`src/rtl/ten_gig_mac_tx_arbiter.sv`:
```
// rtl/ten_gig_mac_tx_arbiter.sv - packet-granular round-robin arbiter feeding the 10G MAC TX stream
// Optional feature macro: TX_ARB_PRIO0_EN (channel 0 wins every packet boundary it requests at).
module ten_gig_mac_tx_arbiter #(
  parameter int P_CH_NUM = 4,
  parameter int P_PTR_W  = 2
) (
  input  logic                   i_clk,
  input  logic                   i_rst_n,
  input  logic [P_CH_NUM*64-1:0] s_axis_tdata,
  input  logic [P_CH_NUM*80-1:0] s_axis_tuser,
  input  logic [P_CH_NUM*8-1:0]  s_axis_tkeep,
  input  logic [P_CH_NUM-1:0]    s_axis_tlast,
  input  logic [P_CH_NUM-1:0]    s_axis_tvalid,
  output logic [P_CH_NUM-1:0]    s_axis_tready,
  output logic [63:0]            m_axis_tdata,
  output logic [79:0]            m_axis_tuser,
  output logic [7:0]             m_axis_tkeep,
  output logic                   m_axis_tlast,
  output logic                   m_axis_tvalid,
  input  logic                   m_axis_tready,
  output logic [P_CH_NUM-1:0]    o_grant,
  output logic                   o_busy
);

  typedef enum logic {S_IDLE, S_XFER} state_t;

  state_t               r_state;
  logic [P_PTR_W-1:0]   r_ptr;
  logic [P_PTR_W-1:0]   r_idx;
  logic [P_CH_NUM-1:0]  r_grant;
  logic [P_PTR_W-1:0]   w_pick;
  logic                 w_req;
  logic                 w_done;

  function automatic logic [P_PTR_W-1:0] f_next(input logic [P_PTR_W-1:0] v);
    return (int'(v) == P_CH_NUM - 1) ? '0 : v + 1'b1;
  endfunction

  // Descending walk so the candidate closest to r_ptr is the last one written.
  always_comb begin
    int v_c;
    w_pick = r_ptr;
    v_c    = 0;
    for (int i = P_CH_NUM - 1; i >= 0; i--) begin
      v_c = int'(r_ptr) + i;
      if (v_c >= P_CH_NUM) v_c = v_c - P_CH_NUM;
      if (s_axis_tvalid[v_c]) w_pick = P_PTR_W'(v_c);
    end
`ifdef TX_ARB_PRIO0_EN
    if (s_axis_tvalid[0]) w_pick = '0;
`endif
  end

  assign w_req  = |s_axis_tvalid;
  assign w_done = m_axis_tvalid & m_axis_tready & m_axis_tlast;

  always_comb begin
    m_axis_tdata  = '0;
    m_axis_tuser  = '0;
    m_axis_tkeep  = '0;
    m_axis_tlast  = 1'b0;
    m_axis_tvalid = 1'b0;
    s_axis_tready = '0;
    if (r_state == S_XFER) begin
      for (int i = 0; i < P_CH_NUM; i++) begin
        if (r_idx == P_PTR_W'(i)) begin
          m_axis_tdata     = s_axis_tdata[i*64 +: 64];
          m_axis_tuser     = s_axis_tuser[i*80 +: 80];
          m_axis_tkeep     = s_axis_tkeep[i*8 +: 8];
          m_axis_tlast     = s_axis_tlast[i];
          m_axis_tvalid    = s_axis_tvalid[i];
          s_axis_tready[i] = m_axis_tready;
        end
      end
    end
  end

  always_ff @(posedge i_clk or negedge i_rst_n) begin
    if (!i_rst_n) begin
      r_state <= S_IDLE;
      r_ptr   <= '0;
      r_idx   <= '0;
      r_grant <= '0;
    end else begin
      case (r_state)
        S_IDLE: begin
          if (w_req) begin
            r_state <= S_XFER;
            r_idx   <= w_pick;
            r_grant <= {{(P_CH_NUM-1){1'b0}}, 1'b1} << w_pick;
`ifdef TX_ARB_PRIO0_EN
            if (w_pick != '0) r_ptr <= f_next(w_pick);
`else
            r_ptr <= f_next(w_pick);
`endif
          end
        end
        S_XFER: begin
          if (w_done) begin
            r_state <= S_IDLE;
            r_grant <= '0;
          end
        end
        default: r_state <= S_IDLE;
      endcase
    end
  end

  assign o_grant = r_grant;
  assign o_busy  = (r_state == S_XFER);

endmodule

```
`config.mk`:
```
export PLATFORM = sky130hd
export DESIGN_NAME = ten_gig_mac_tx_arbiter
export DESIGN_NICKNAME = d
export VERILOG_FILES = /design/src/rtl/ten_gig_mac_tx_arbiter.sv
export SDC_FILE = /design/constraint.sdc
export NUM_CORES = 1
export LEC_CHECK = 0
export ABC_AREA = 1
export ABC_CLOCK_PERIOD_IN_PS = 2350
export CAP_MARGIN = 15
export CELL_PAD_IN_SITES_DETAIL_PLACEMENT = 0
export CELL_PAD_IN_SITES_GLOBAL_PLACEMENT = 2
export CORE_AREA = 4 4 305 307
export DETAILED_ROUTE_END_ITERATION = 16
export DIE_AREA = 0 0 309 311
export PLACE_DENSITY = 0.63
export SYNTH_ARGS = -nofsm -noshare
export SYNTH_HDL_FRONTEND = slang
export SYNTH_SLANG_ARGS = --single-unit
```
`constraint.sdc`:
```
create_clock -name i_clk -period 2.35 [get_ports i_clk]
set_input_delay 0.235 -clock i_clk [delete_from_list [all_inputs] [get_ports i_clk]]
set_output_delay 0.235 -clock i_clk [all_outputs]
set_load 0.03 [all_outputs]
```
Word-level counts from Yosys, hierarchy flattened --
Index checks and enable logic that the tools add are counted.
Storage, ports and cells: register bits 9, latch bits 0, RAM bits 0, memory bits (read-only) 0, bits of input ports 619, output and inout bits 163, logic and storage cells 91, memories 0
Cells by class: add/subtract/negate cells 8, multiply operators 0, divide/modulo/power cells 0, magnitude comparators 8, equal/unequal tests 6, shift-type cells 1, mux-type cells 57, bitwise gates (word level) 3, reductions and logical operators 4
Operators by type and width (number):
- 80-bit two-way mux | 5
- 64-bit two-way mux | 5
- 32-bit by 4-bit less-than comparator with 1-bit output (second input constant) | 4
- 32-bit two-way mux | 4
- 8-bit two-way mux | 5
- 1-bit two-way mux | 24
- 4-bit two-way mux | 3
- 3-bit by 3-bit subtractor with 4-bit output (second input constant) | 3
- 2-bit two-way mux | 5
- 3-bit greater-or-equal comparator (second input constant) | 3
- 1-bit binary-select mux with 2-bit select | 4
- 4-bit one-hot mux with 2 select lines | 1
- 2-bit by 2-bit adder with 3-bit output (second input constant) | 2
- 2-bit by 1-bit equality test with 1-bit output (second input constant) | 2
- 2-bit equality test (second input constant) | 2
- 2-bit AND reduction | 2
- 4-bit OR reduction | 1
- 1-bit by 2-bit left shift with 4-bit output (first input constant) | 1
- 2-bit by 3-bit subtractor with 4-bit output (second input constant) | 1
- 2-bit by 1-bit adder with 3-bit output (second input constant) | 1
- 2-bit by 3-bit greater-or-equal comparator with 1-bit output (second input constant) | 1
- 2-bit by 1-bit adder with 2-bit output (second input constant) | 1
- 1-bit bitwise AND | 2
- 2-bit zero test | 1
- 4 further kinds | 4

Depth between registers and ports, before layout --
depth after elaboration 13, depth in mapped cells 15, mapped depth without buffers 14

Least setup slack after synthesis --
No wires, ideal clock.
kind register to output, start reg r_state, in the netlist o_busy, end out s_axis_tready[1], data arrival time 1.811 ns, required time 2.115 ns, path slack 0.304 ns, cell stages (with the launch flop) 5, path buffers 2, path through dfrtp_1 > buf_2 > clkbuf_1 > nand2_1 > nor3_1
On the way: longest elaborated chain between the ends 1
Ends and longest elaborated chain:
- from (decl) | RTL line 27 | state_t r_state;
- from (signal assigned) | RTL line 80 | r_state <= S_IDLE;
- from (signal assigned) | RTL line 88 | r_state <= S_XFER;
- from (signal assigned) | RTL line 100 | r_state <= S_IDLE;
- 4-bit two-way mux | RTL line 64 | if (r_state == S_XFER) begin
- to (decl) | RTL line 14 | output logic [P_CH_NUM-1:0] s_axis_tready,
No other way between the ends.

Worst setup path after layout --
start reg r_idx[0], end out m_axis_tdata[2]
On the way: longest elaborated chain between the ends 6, elaborated cells between the ends (all ways) 9, classes of those cells eq/ne (3); mux (5); reduce/logical (1)
Ends and longest elaborated chain:
- from (decl) | RTL line 29 | logic [P_PTR_W-1:0] r_idx;
- from (signal assigned) | RTL line 89 | r_idx <= w_pick;
- 2-bit zero test | RTL line 66 | if (r_idx == P_PTR_W'(i)) begin
- 64-bit two-way mux (3 in series) | RTL line 66
- 64-bit two-way mux (*) | RTL line 66
- 64-bit two-way mux (*) | RTL line 64
- to (decl) | RTL line 15 | output logic [63:0] m_axis_tdata,
Mark *: on every way between the ends. The rest lies on a longest branch, timed or not.

==> impl_results.md <==
- Final slew viol count: 0
- Max H-tree Level: 1
- R2r startpoint: r_idx[0]
- Cell count after synthesis: 1,060
- Most Frequent Cell on Critical Path: buf_12
- Synth Net Count: 1,683
- CTS tree: yes
- CP Buf/Inv Count: 6
- Synth cell types: 23
- Clock sink count: 9
- Vias/cell: about 3.6
- Total length of routed wires: 62.4 mm
- Worst skew pair latency: 0.23 ns
- DPL Wire Length: approximately 52 mm
- Worst slew pin tran: 0.489 ns
- Die ar.: a little under 100,000 sq um
- Status: complete, no violations
- Max_cap viols: 0
- # fillers: 10,300
- Placed insts: around 3,000
- Grt ovf: 0
- Register area share after synthesis: 0.0428
- First-pass GRT wire length: ~84 mm
- CP Launch Type: flop
- Area contributors post-synth: nand2_1 (20%), o221ai_1 (12%), nor2_1 (11%)
- DR DRC count: 0
- Effective utilization at floorplan: 0.0585
- WP data arrival: 2.07 ns
- CP max FO: 5
- Final min period: 2.31 ns
- Post-route ant nets: 0
- Min-Delay Path Class: in2async
- R2R cell count: 13
- Die Y: 311 um
- Core area: 90,000 sq um
- Pwr dens: 1270 nW/um^2
- Endpoints failing setup: 0
- CP Capture Type: primary output
- Worst r2r dst: o_grant[2]
- Highest Clock Rate: 0.433 GHz
- CP Class: reg2out
- Max stage delay on crit path: roughly 0.52 ns
- Cell area after layout: 15,500 sq um
- Reg2reg setup slack: 0.22 ns
- Endpoints failing hold: 0
- Sw Pwr: 11.3 mW
- DIE WIDTH: 309 um
- Switching share of power: 0.574
- Multi-input gate area: 4330 sq um
- Tcrit/Tclk final: 0.982
- Worst path slowest cell: dfrtp_4
- Cells along the critical path: buf_6 -> nor2_4 -> buf_12 -> buf_12 -> buf_6 -> nand2_2 -> nand3_2 -> o211ai_1 -> inv_1 -> buf_12
- P_leak: 6.25 nW
- Logic pwr share: 0.967
- Via Count: 10,800
- Clk buf depth: 2
- Worst VDD drop: 0.636 mV
- Std-Cell Rows: 110
- Share of layout cells above drive strength 1: 0.155
- Share of the synthesized area in the top cell type: 0.202
- Syn Area/Cell: 4.97 sq um
- CTS buffer count: 3
- Clock power frac: 0.015
- RSZ-0062 raised after global routing: true
- IO Pins: slightly below 800
- P_int: 8.41 mW
- Avg WL per Cell: 20.6 um
- Vias in the first global route: 11,400
- Synth-to-layout area growth: 194%
- Root Driver: clkbuf_16
- Post-DP Area: 15,000 sq um
- Final Util: 0.172
- Synthesized area: 5270 sq um
- Nets@finish: 2,460
- Clk_skew: 0.00255 ns
- Input/output buffers: 781
- Total negative slack: 0 ns
- Syn. warnings: 0
- FF+latch area: ~240 sq um
- Register share of total power: 0.018
- Initial antenna violation count: 17
- Worst endpoint required time: about 2.1 ns
- Yosys top cell by area: nand2_1
- Total track usage: 0.119
- Largest net degree at the start of global routing: 71
- Starting DRT DRC Count: 701
- Worst rel slew slack: 0.674
- CP delay by family, top: buffers and inverters
- Post-synthesis register bit count: 9
- Pre-antenna DRT Iters: 5
- Final GP Congestion: 0.905
- Final cell count without fillers: slightly above 3,000
- Clock-pin transition on the worst setup and hold timing paths: 0.04 ns
==> worst reg2reg max path, stage by stage, from the launching register on <==
cell and delay [ns]:
dfrtp_4 0.52, buf_6 0.14, nor2_4 0.16, buf_12 0.17
buf_12 0.14, buf_12 0.14, nand2_1 0.11, nand3_2 0.10
nand2_1 0.05, inv_1 0.09, nand3_2 0.15, nand2_1 0.15
nand3_1 0.09, nand2_1 0.08
==> state kept, by name, summed over array words and instances, names as in the netlist <==
| signal | flops |
|---|---|
| o_busy | 1 |
| o_grant | 4 |
| r_idx | 2 |
| r_ptr | 2 |
==> stage by stage <==
step | setup slack [ns] | total power [mW] | hold slack (ns)
after global placement | 0.0609 | 18.9 | 0.520
after global routing | -0.0212 | 21.1 | 0.353
after floorplan | 0.304 | 9.65 | -0.0606
final | 0.0424 | 19.7 | 0.319
after detailed placement | 0.0311 | 18.9 | 0.510
after CTS | 0.000830 | 19.7 | 0.333
==> layer usage <==
metal | GRT usage | wire (um) | vias to the layer above
li1 | - | - | 5212
met1 | 0.147 | 26100 | 5046
met2 | 0.210 | 30700 | 513
met3 | 0.0257 | 4520 | 40
met4 | 0.0261 | 974 | 4
met5 | 0 | 23 | -
==> synthesized netlist by cell type <==
master / count
nand2_1: 283
nor2_1: 157
nand3_1: 94
inv_1: 89
o21ai_0: 78
a21oi_1: 77
o211ai_1: 77
o221ai_1: 75
clkbuf_1: 58
buf_2: 35
dfrtp_1: 9
inv_2: 8
buf_1: 4
ha_1: 4
o21ai_1: 4
a41oi_1: 1
buf_4: 1
buf_6: 1
clkbuf_2: 1
nand2_2: 1
nand3_2: 1
nor2_4: 1
nor3_1: 1
==> power by group through the flow <==
stage,Sequential [mW],Combinational (mW),Clock (mW)
final,0.354,19.1,0.298
after floorplan,0.338,9.31,0
after detailed placement,0.405,18.5,0
after global routing,0.369,20.4,0.314
after CTS,0.353,19.0,0.303
after global placement,0.398,18.6,0
==> worst max path at each step <==
| stage | start | end | slack (ns) | depth (start not counted) |
|---|---|---|---|---|
| 2_1_floorplan | o_busy | s_axis_tready[1] | 0.30 | 4 |
| 3_3_place_gp | r_idx[1] | m_axis_tuser[73] | 0.06 | 8 |
| 3_5_place_dp | r_idx[1] | m_axis_tuser[73] | 0.03 | 8 |
| 4_1_cts | r_idx[1] | m_axis_tdata[0] | 0.0008 | 9 |
| 5_1_grt | r_idx[0] | m_axis_tdata[54] | -0.02 | 8 |
| 6_report | r_idx[0] | m_axis_tdata[2] | 0.04 | 10 |
==> logic make-up (layout without fill, tap and decap cells) <==
logic type	after synthesis	count (layout)	synth area share
adder cells (fa/ha/maj)	4	4	0.00951
AND/OR/NAND/NOR	538	538	0.409
AO/OA/AOI/OAI	312	312	0.387
flip-flops	9	9	0.0428
buffers and inverters	197	973	0.151
other	0	11	0
==> timing repair <==
| action | 4_1_cts | 5_1_grt |
|---|---|---|
| setup buffers | 8 | 2 |
| cloned | 1 | 4 |
| endpoints found under the hold margin | 0 | 0 |
| gates resized for setup | 11 | 25 |
| pin swaps | 1 | 5 |
| endpoints found under the setup margin | 63 | 38 |
| hold buffers | 0 | 0 |
==> layout make-up <==
cell class,instances,area share
well taps,1176,0.0950
flip-flops and latches,9,0.0153
clock buffers,4,0.00509
diodes,11,0.00178
inverters,97,0.0238
repair buffers,872,0.579
multi-input cells,854,0.280
==> cell usage in the layout, fill, tap and decap left out, types with 2 or more instances in the layout <==
cell / n
a21oi_2: 3
clkbuf_16: 7
clkdlybuf4s50_1: 623
clkinv_2: 2
buf_16: 3
buf_6: 8
a21oi_1: 74
nand3_1: 88
buf_4: 177
dfrtp_1: 6
dfrtp_4: 3
nor2_1: 155
nand2_1: 281
o21ai_0: 78
nand2_2: 2
nand3_2: 6
ha_1: 4
nor2_4: 2
buf_12: 56
diode_2: 11
inv_2: 10
inv_1: 84
o221ai_1: 74
o21ai_1: 4
o211ai_1: 77
Power figures use the tool's default switching activity.
